<file path="src/rtl/rst_ctrl_if.sv">
`default_nettype none
// ============================================================================
//  Module      : rst_ctrl_if
//  Description : Board-side signal bundle of the system reset controller.
//                The board and the testbench drive through the master
//                modport. The controller uses the slave modport.
//  Revision    : 1.0 - initial release
// ============================================================================
interface rst_ctrl_if #(
    parameter int CNT_WIDTH = 24
);
    logic                 key_n;      // raw pushbutton, active-low, asynchronous
    logic                 sw_rst;     // software reset request
    logic                 wdt_en;     // watchdog enable level
    logic                 wdt_kick;   // watchdog restart pulse
    logic                 sys_rst_n;  // registered active-low system reset
    logic [2:0]           cause;      // {wdt, sw, key}; 3'b000 = power-on
    logic [CNT_WIDTH-1:0] uptime;     // cycles spent in RUN since the last reset

    modport master (
        output key_n, sw_rst, wdt_en, wdt_kick,
        input  sys_rst_n, cause, uptime
    );

    modport slave (
        input  key_n, sw_rst, wdt_en, wdt_kick,
        output sys_rst_n, cause, uptime
    );
endinterface
`default_nettype wire

</file>
<file path="src/rtl/rst_ctrl.sv">
`default_nettype none
// ============================================================================
//  Module      : rst_ctrl
//  Description : System reset controller. Combines the power-on reset, a
//                debounced pushbutton, a software request and a watchdog into
//                sys_rst_n. The release is synchronous and stretched. The
//                block also records the last reset cause and counts uptime.
//  Revision    : 1.0 - initial release
// ============================================================================
module rst_ctrl #(
    parameter int SYNC_STAGES     = 3,
    parameter int DEBOUNCE_CYCLES = 50000,
    parameter int HOLD_CYCLES     = 16,
    parameter int WDT_WIDTH       = 24,
    parameter int CNT_WIDTH       = 24
) (
    input  wire logic   clk,
    input  wire logic   rst_n,
    rst_ctrl_if.slave   bus
);

    localparam int DB_W   = $clog2(DEBOUNCE_CYCLES + 1);
    localparam int HOLD_W = $clog2(HOLD_CYCLES + 1);

    localparam logic [DB_W-1:0]   c_db_last   = DB_W'(DEBOUNCE_CYCLES - 1);
    localparam logic [HOLD_W-1:0] c_hold_last = HOLD_W'(HOLD_CYCLES - 1);

    typedef enum logic [0:0] {
        HOLD = 1'b0,
        RUN  = 1'b1
    } state_t;

    // Key conditioning
    logic [SYNC_STAGES-1:0] sync_q;
    logic                   key_stable_q;
    logic [DB_W-1:0]        db_cnt_q;
    logic                   w_key_sync;

    // Reset sequencer
    state_t                 state_q,     state_d;
    logic [HOLD_W-1:0]      hold_cnt_q,  hold_cnt_d;
    logic [WDT_WIDTH-1:0]   wdt_cnt_q,   wdt_cnt_d;
    logic [CNT_WIDTH-1:0]   uptime_q,    uptime_d;
    logic [2:0]             cause_q,     cause_d;
    logic                   sys_rst_n_q, sys_rst_n_d;

    logic                   w_wdt_to;
    logic [2:0]             w_trig;

    assign w_key_sync = sync_q[SYNC_STAGES-1];

    // Synchronise the raw button and accept a new level only after it has
    // differed from the accepted level for DEBOUNCE_CYCLES consecutive edges.
    always_ff @(posedge clk or negedge rst_n) begin
        if (!rst_n) begin
            sync_q       <= '1;
            key_stable_q <= 1'b1;
            db_cnt_q     <= '0;
        end else begin
            sync_q <= {sync_q[SYNC_STAGES-2:0], bus.key_n};
            if (w_key_sync == key_stable_q) begin
                db_cnt_q <= '0;
            end else if (db_cnt_q == c_db_last) begin
                key_stable_q <= w_key_sync;
                db_cnt_q     <= '0;
            end else begin
                db_cnt_q <= db_cnt_q + DB_W'(1);
            end
        end
    end

    // A kick on the expiry cycle takes priority over the timeout.
    assign w_wdt_to = bus.wdt_en & ~bus.wdt_kick & (&wdt_cnt_q);
    assign w_trig   = {w_wdt_to, bus.sw_rst, ~key_stable_q};

    // Sequencer registers. The async clear forces sys_rst_n low with no clock.
    always_ff @(posedge clk or negedge rst_n) begin
        if (!rst_n) begin
            state_q     <= HOLD;
            hold_cnt_q  <= '0;
            wdt_cnt_q   <= '0;
            uptime_q    <= '0;
            cause_q     <= 3'b000;
            sys_rst_n_q <= 1'b0;
        end else begin
            state_q     <= state_d;
            hold_cnt_q  <= hold_cnt_d;
            wdt_cnt_q   <= wdt_cnt_d;
            uptime_q    <= uptime_d;
            cause_q     <= cause_d;
            sys_rst_n_q <= sys_rst_n_d;
        end
    end

    // Next state. A held button keeps HOLD from timing out. sys_rst_n is
    // taken from the next state, so it changes on the same edge as the state.
    always_comb begin
        state_d    = state_q;
        hold_cnt_d = hold_cnt_q;
        wdt_cnt_d  = '0;
        uptime_d   = uptime_q;
        cause_d    = cause_q;

        case (state_q)
            HOLD: begin
                uptime_d = '0;
                if (!key_stable_q) begin
                    hold_cnt_d = '0;
                end else if (hold_cnt_q == c_hold_last) begin
                    hold_cnt_d = '0;
                    state_d    = RUN;
                end else begin
                    hold_cnt_d = hold_cnt_q + HOLD_W'(1);
                end
            end
            RUN: begin
                hold_cnt_d = '0;
                if (|w_trig) begin
                    state_d  = HOLD;
                    cause_d  = w_trig;
                    uptime_d = '0;
                end else begin
                    uptime_d = uptime_q + CNT_WIDTH'(1);
                    if (bus.wdt_en && !bus.wdt_kick) begin
                        wdt_cnt_d = wdt_cnt_q + WDT_WIDTH'(1);
                    end
                end
            end
            default: begin
                state_d    = HOLD;
                hold_cnt_d = '0;
            end
        endcase

        sys_rst_n_d = (state_d == RUN);
    end

    assign bus.sys_rst_n = sys_rst_n_q;
    assign bus.cause     = cause_q;
    assign bus.uptime    = uptime_q;

endmodule
`default_nettype wire

</file>
<file path="src/flat_wrapper.sv">
// flat-port wrapper written by rule: the top's interface ports become plain ports
module rst_ctrl_flat 
#(
    parameter int SYNC_STAGES     = 3,
    parameter int DEBOUNCE_CYCLES = 50000,
    parameter int HOLD_CYCLES     = 16,
    parameter int WDT_WIDTH       = 24,
    parameter int CNT_WIDTH       = 24
)
  (clk, rst_n, bus_key_n, bus_sw_rst, bus_wdt_en, bus_wdt_kick, bus_sys_rst_n, bus_cause, bus_uptime);
  rst_ctrl_if #(.CNT_WIDTH(CNT_WIDTH)) bus_i ();
  input  wire logic clk;
  input  wire logic rst_n;
  input wire logic [$bits(bus_i.key_n)-1:0] bus_key_n;
  input wire logic [$bits(bus_i.sw_rst)-1:0] bus_sw_rst;
  input wire logic [$bits(bus_i.wdt_en)-1:0] bus_wdt_en;
  input wire logic [$bits(bus_i.wdt_kick)-1:0] bus_wdt_kick;
  output wire logic [$bits(bus_i.sys_rst_n)-1:0] bus_sys_rst_n;
  output wire logic [$bits(bus_i.cause)-1:0] bus_cause;
  output wire logic [$bits(bus_i.uptime)-1:0] bus_uptime;
  assign bus_i.key_n = bus_key_n;
  assign bus_i.sw_rst = bus_sw_rst;
  assign bus_i.wdt_en = bus_wdt_en;
  assign bus_i.wdt_kick = bus_wdt_kick;
  assign bus_sys_rst_n = bus_i.sys_rst_n;
  assign bus_cause = bus_i.cause;
  assign bus_uptime = bus_i.uptime;
  rst_ctrl #(.SYNC_STAGES(SYNC_STAGES), .DEBOUNCE_CYCLES(DEBOUNCE_CYCLES), .HOLD_CYCLES(HOLD_CYCLES), .WDT_WIDTH(WDT_WIDTH), .CNT_WIDTH(CNT_WIDTH)) u_core (.clk(clk), .rst_n(rst_n), .bus(bus_i));
endmodule
</file>
<file path="config.mk">
export PLATFORM = sky130hd
export DESIGN_NAME = rst_ctrl_flat
export DESIGN_NICKNAME = d
export VERILOG_FILES = /design/src/rtl/rst_ctrl_if.sv /design/src/rtl/rst_ctrl.sv /design/src/flat_wrapper.sv
export SDC_FILE = /design/constraint.sdc
export NUM_CORES = 1
export LEC_CHECK = 0
export ABC_AREA = 1
export ABC_CLOCK_PERIOD_IN_PS = 1720
export BUFFER_PORTS_ARGS = -buffer_cell sky130_fd_sc_hd__buf_2
export CAP_MARGIN = 20
export CORE_MARGIN = 1.5
export CORE_UTILIZATION = 55
export CTS_BUF_LIST = sky130_fd_sc_hd__clkbuf_8 sky130_fd_sc_hd__clkbuf_16
export DETAILED_ROUTE_END_ITERATION = 12
export PLACE_DENSITY = 0.84
export SLEW_MARGIN = 15
export SYNTH_ARGS = -nofsm -noshare
export SYNTH_HDL_FRONTEND = slang
export SYNTH_SLANG_ARGS = --single-unit
</file>
<file path="constraint.sdc">
create_clock -name clk -period 1.72 [get_ports clk]
set_input_delay 0.086 -clock clk [delete_from_list [all_inputs] [get_ports clk]]
set_output_delay 0.086 -clock clk [all_outputs]
set_load 0.02 [all_outputs]
</file>
==> key figures <==
Status
  • Status: complete, no violations

Logic synthesis
  • XOR/XNOR share of the synthesized area: 8.43%
  • Post-synthesis adder-cell area fraction: 1.27%
  • Synth area leaders: dfrtp_1 (46%), nor2_1 (12%), nand2_1 (10%)
  • Post-Syn Instances: 492
  • Post-synth ARST share: 100%
  • YS warnings: 0
  • Ys flop type: dfrtp_1
  • Synthesized cell area: 3950 sq um
  • Post-synth EDFFs: 0
  • Unique masters post-synth: 30
  • Syn avg cell area: 8.02 sq um
  • Top-area cell type share of the netlist area: 46.3%
  • Largest family of logic cells by synthesized area: simple AND/OR/NAND/NOR gates
  • Register bit total from synthesis: 77
  • Syn Nets: 502
  • Mux cell area share after synthesis: 0%
  • Sequential-to-total area share from yosys stat: 49.0%
  • Simple-Gate Fraction of Synth Area: 33.3%
  • Largest area contributor in the netlist: dfrtp_1
  • Most frequent cell after synthesis: nor2_1
  • Post-synth top cells: nor2_1 (128), nand2_1 (108), dfrtp_1 (73)
  • Compound-Gate Fraction of Synth Area: 2.00%

Timing
  • Setup TNS: 0 ps
  • Tcrit/Tclk final: 93.7%
  • Hold slack: 24.5 ps
  • Fin crit period: 1610 ps
  • Fmax: 621 MHz
  • Final hold vios: 0
  • Worst-Margin Slew: 372 ps
  • Headroom to the max-slew limit: 75.2%
  • Setup violators final: 0
  • Slew Limit Fails: 0
  • Clock skew: 12.2 ps
  • RSZ-0062 raised after global routing: yes

Floorplan
  • Die ar.: 7690 sq um
  • Starting Density: 57.4%
  • Top Ports: 34
  • Row count: 30
  • Die height: 87.7 um
  • Die X: 87.7 um
  • Core area: 6870 sq um

Final layout
  • Fraction of layout cells with a size suffix above 1: 15.2%
  • Nets: 551
  • Ant diodes: 0
  • Area grow syn2layout: 14.2%
  • Final instance area: 4510 sq um
  • Core Util, Final: 65.6%

Critical path
  • Worst r2r dst: u_core.wdt_cnt_q[12]
  • Worst EP arrival: 1880 ps
  • Critical Path Start Type: register
  • CP Max Fanout: 24
  • CP peak stage delay: 400 ps
  • Worst-path cell chain: ha_1 > nand2_1 > nor2_2 > nand2_2 > nor2_4 > nand2_4 > nand4_4 > nor2_1
  • Critical path's slowest cell: dfrtp_1
  • Crit end category: register
  • Setup Crit Path Kind: register to register
  • Req. time, crit path: 1990 ps
  • Reg2Reg Setup Slack: 110 ps
  • Reg2reg path depth: 8
  • Critical register-to-register path startpoint: u_core.wdt_cnt_q[0]

Drt
  • DRT Wirelength: 7.70 mm
  • Avg WL per Cell: 12.0 um
  • Antenna-violating nets left: 0
  • Number of DRC markers in iteration 0: 171
  • Via count: 3,213
  • First-pass detailed-route iteration total: 4
  • Vias per cell: 5.00
  • DRC: 0

Global routing
  • Vias in the first global route: 3,126
  • Largest net degree at the start of global routing: 39
  • Initial antenna violation count: 0
  • First-pass GRT wire length: 13.2 mm
  • Grt total ovfl: 0
  • All-Layer GR Usage: 22.1%

Clocking
  • Num CTS Buffers: 9
  • Clock Tree Buf Depth: 2
  • Worst-path clk slew: 80 ps
  • Root Driver: clkbuf_8
  • Clock Sinks: 77
  • Worst-skew pair later-pin latency: 350 ps
  • Post-CTS Setup Inserts: 0
  • H-tree depth: 3
  • CTS tree: built

Power and ir drop
  • VDD IR max: 0.522 mV
  • Total chip power: 3.34 mW
  • Leakage power: 1.92 nW
  • Pwr per Cell Area: 742 nW/um^2

Place
  • Port Buf Inserts: 33
  • DP Wirelength: 5.60 mm
  • Dpl cell area: 4260 sq um
  • Routability cong.: 0.884

Hold path
  • Hold Crit Class: primary input to register
  • Hold depth: 3
  • HP Start: bus_sw_rst
  • Worst Hold Path EP: u_core.bus.cause[1]

Run
  • Max Cap Viol: 0
metal layers:
metal | vias up | global-route usage, % | share of wire (%)
met5 | - | 0 | 0
met4 | 0 | 11.8 | 2.3
met3 | 16 | 3.77 | 3.0
met2 | 65 | 38.5 | 50
met1 | 1516 | 26.1 | 45
li1 | 1616 | - | -
layout by cell type (no fill, tap or decap), types with 12 or more instances in the layout:
cell type  netlist  layout
nand2_1        108     108
buf_2            1      32
xnor2_1         16      16
nor2_1         128     123
nand3_1         22      22
nor3_1          17      16
inv_1           50      52
dfrtp_1         73      73
nor2_2           8      12
xor2_1          22      22
what timing repair did:
item	CTS	global route
hold endpoints to repair	61	0
hold buffers	2	0
gates resized for setup	0	7
endpoints found under the setup margin	0	33
cell families after synthesis:
group	count (synthesis)
xor+xnor	38
flops	77
simple gates	304
buf+inv	55
fa+ha+maj	4
compound gates	14
worst max-delay path: cells and delay by family, from the launching register on:
kind / cells / cell delay (ps)
AND/OR/NAND/NOR: 7 / 920
flip-flops: 1 / 400
adder cells (fa/ha/maj): 1 / 220
area by class of cell:
type                    instances  area [sq um]
fillers                       568          2360
clock inverters                 7          85.1
well taps                      96           120
repair buffers                 43           260
multi-input cells             360          1800
inverters                      50           188
clock buffers                   9           124
flip-flops and latches         77          1930
flip-flops by register name, summed over array words and instances, names as in the netlist:
signal               cells
u_core.sync_q            3
u_core.key_stable_q      1
u_core.state_q           1
u_core.wdt_cnt_q        24
u_core.bus.cause         3
u_core.db_cnt_q         16
u_core.hold_cnt_q        5
u_core.bus.uptime       24
report_power, final:
| group | switching (mW) | internal, mW |
|---|---|---|
| logic | 0.0574 | 0.0254 |
| registers | 0.00624 | 1.82 |
| clock network | 0.631 | 0.801 |
| total | 0.695 | 2.65 |
through the flow:
stage | cells | setup WS [ps]
4_1_cts | 642 | 39.4
3_5_place_dp | 624 | 77.0
6_report | 642 | 108
2_1_floorplan | 492 | 185
3_3_place_gp | 624 | 153
5_1_grt | 642 | -45.5
worst max-delay path by stage:
stage / startpoint / to / slack [ps]
after global routing: u_core.wdt_cnt_q[0] / u_core.wdt_cnt_q[4] / -50
final: u_core.wdt_cnt_q[0] / u_core.wdt_cnt_q[12] / 110
after global placement: u_core.db_cnt_q[0] / u_core.db_cnt_q[3] / 150
after detailed placement: u_core.db_cnt_q[0] / u_core.db_cnt_q[3] / 80
after floorplan: u_core.bus.uptime[0] / u_core.bus.uptime[22] / 190
after CTS: u_core.db_cnt_q[0] / u_core.db_cnt_q[3] / 40
(Power assumes the default switching activity.)
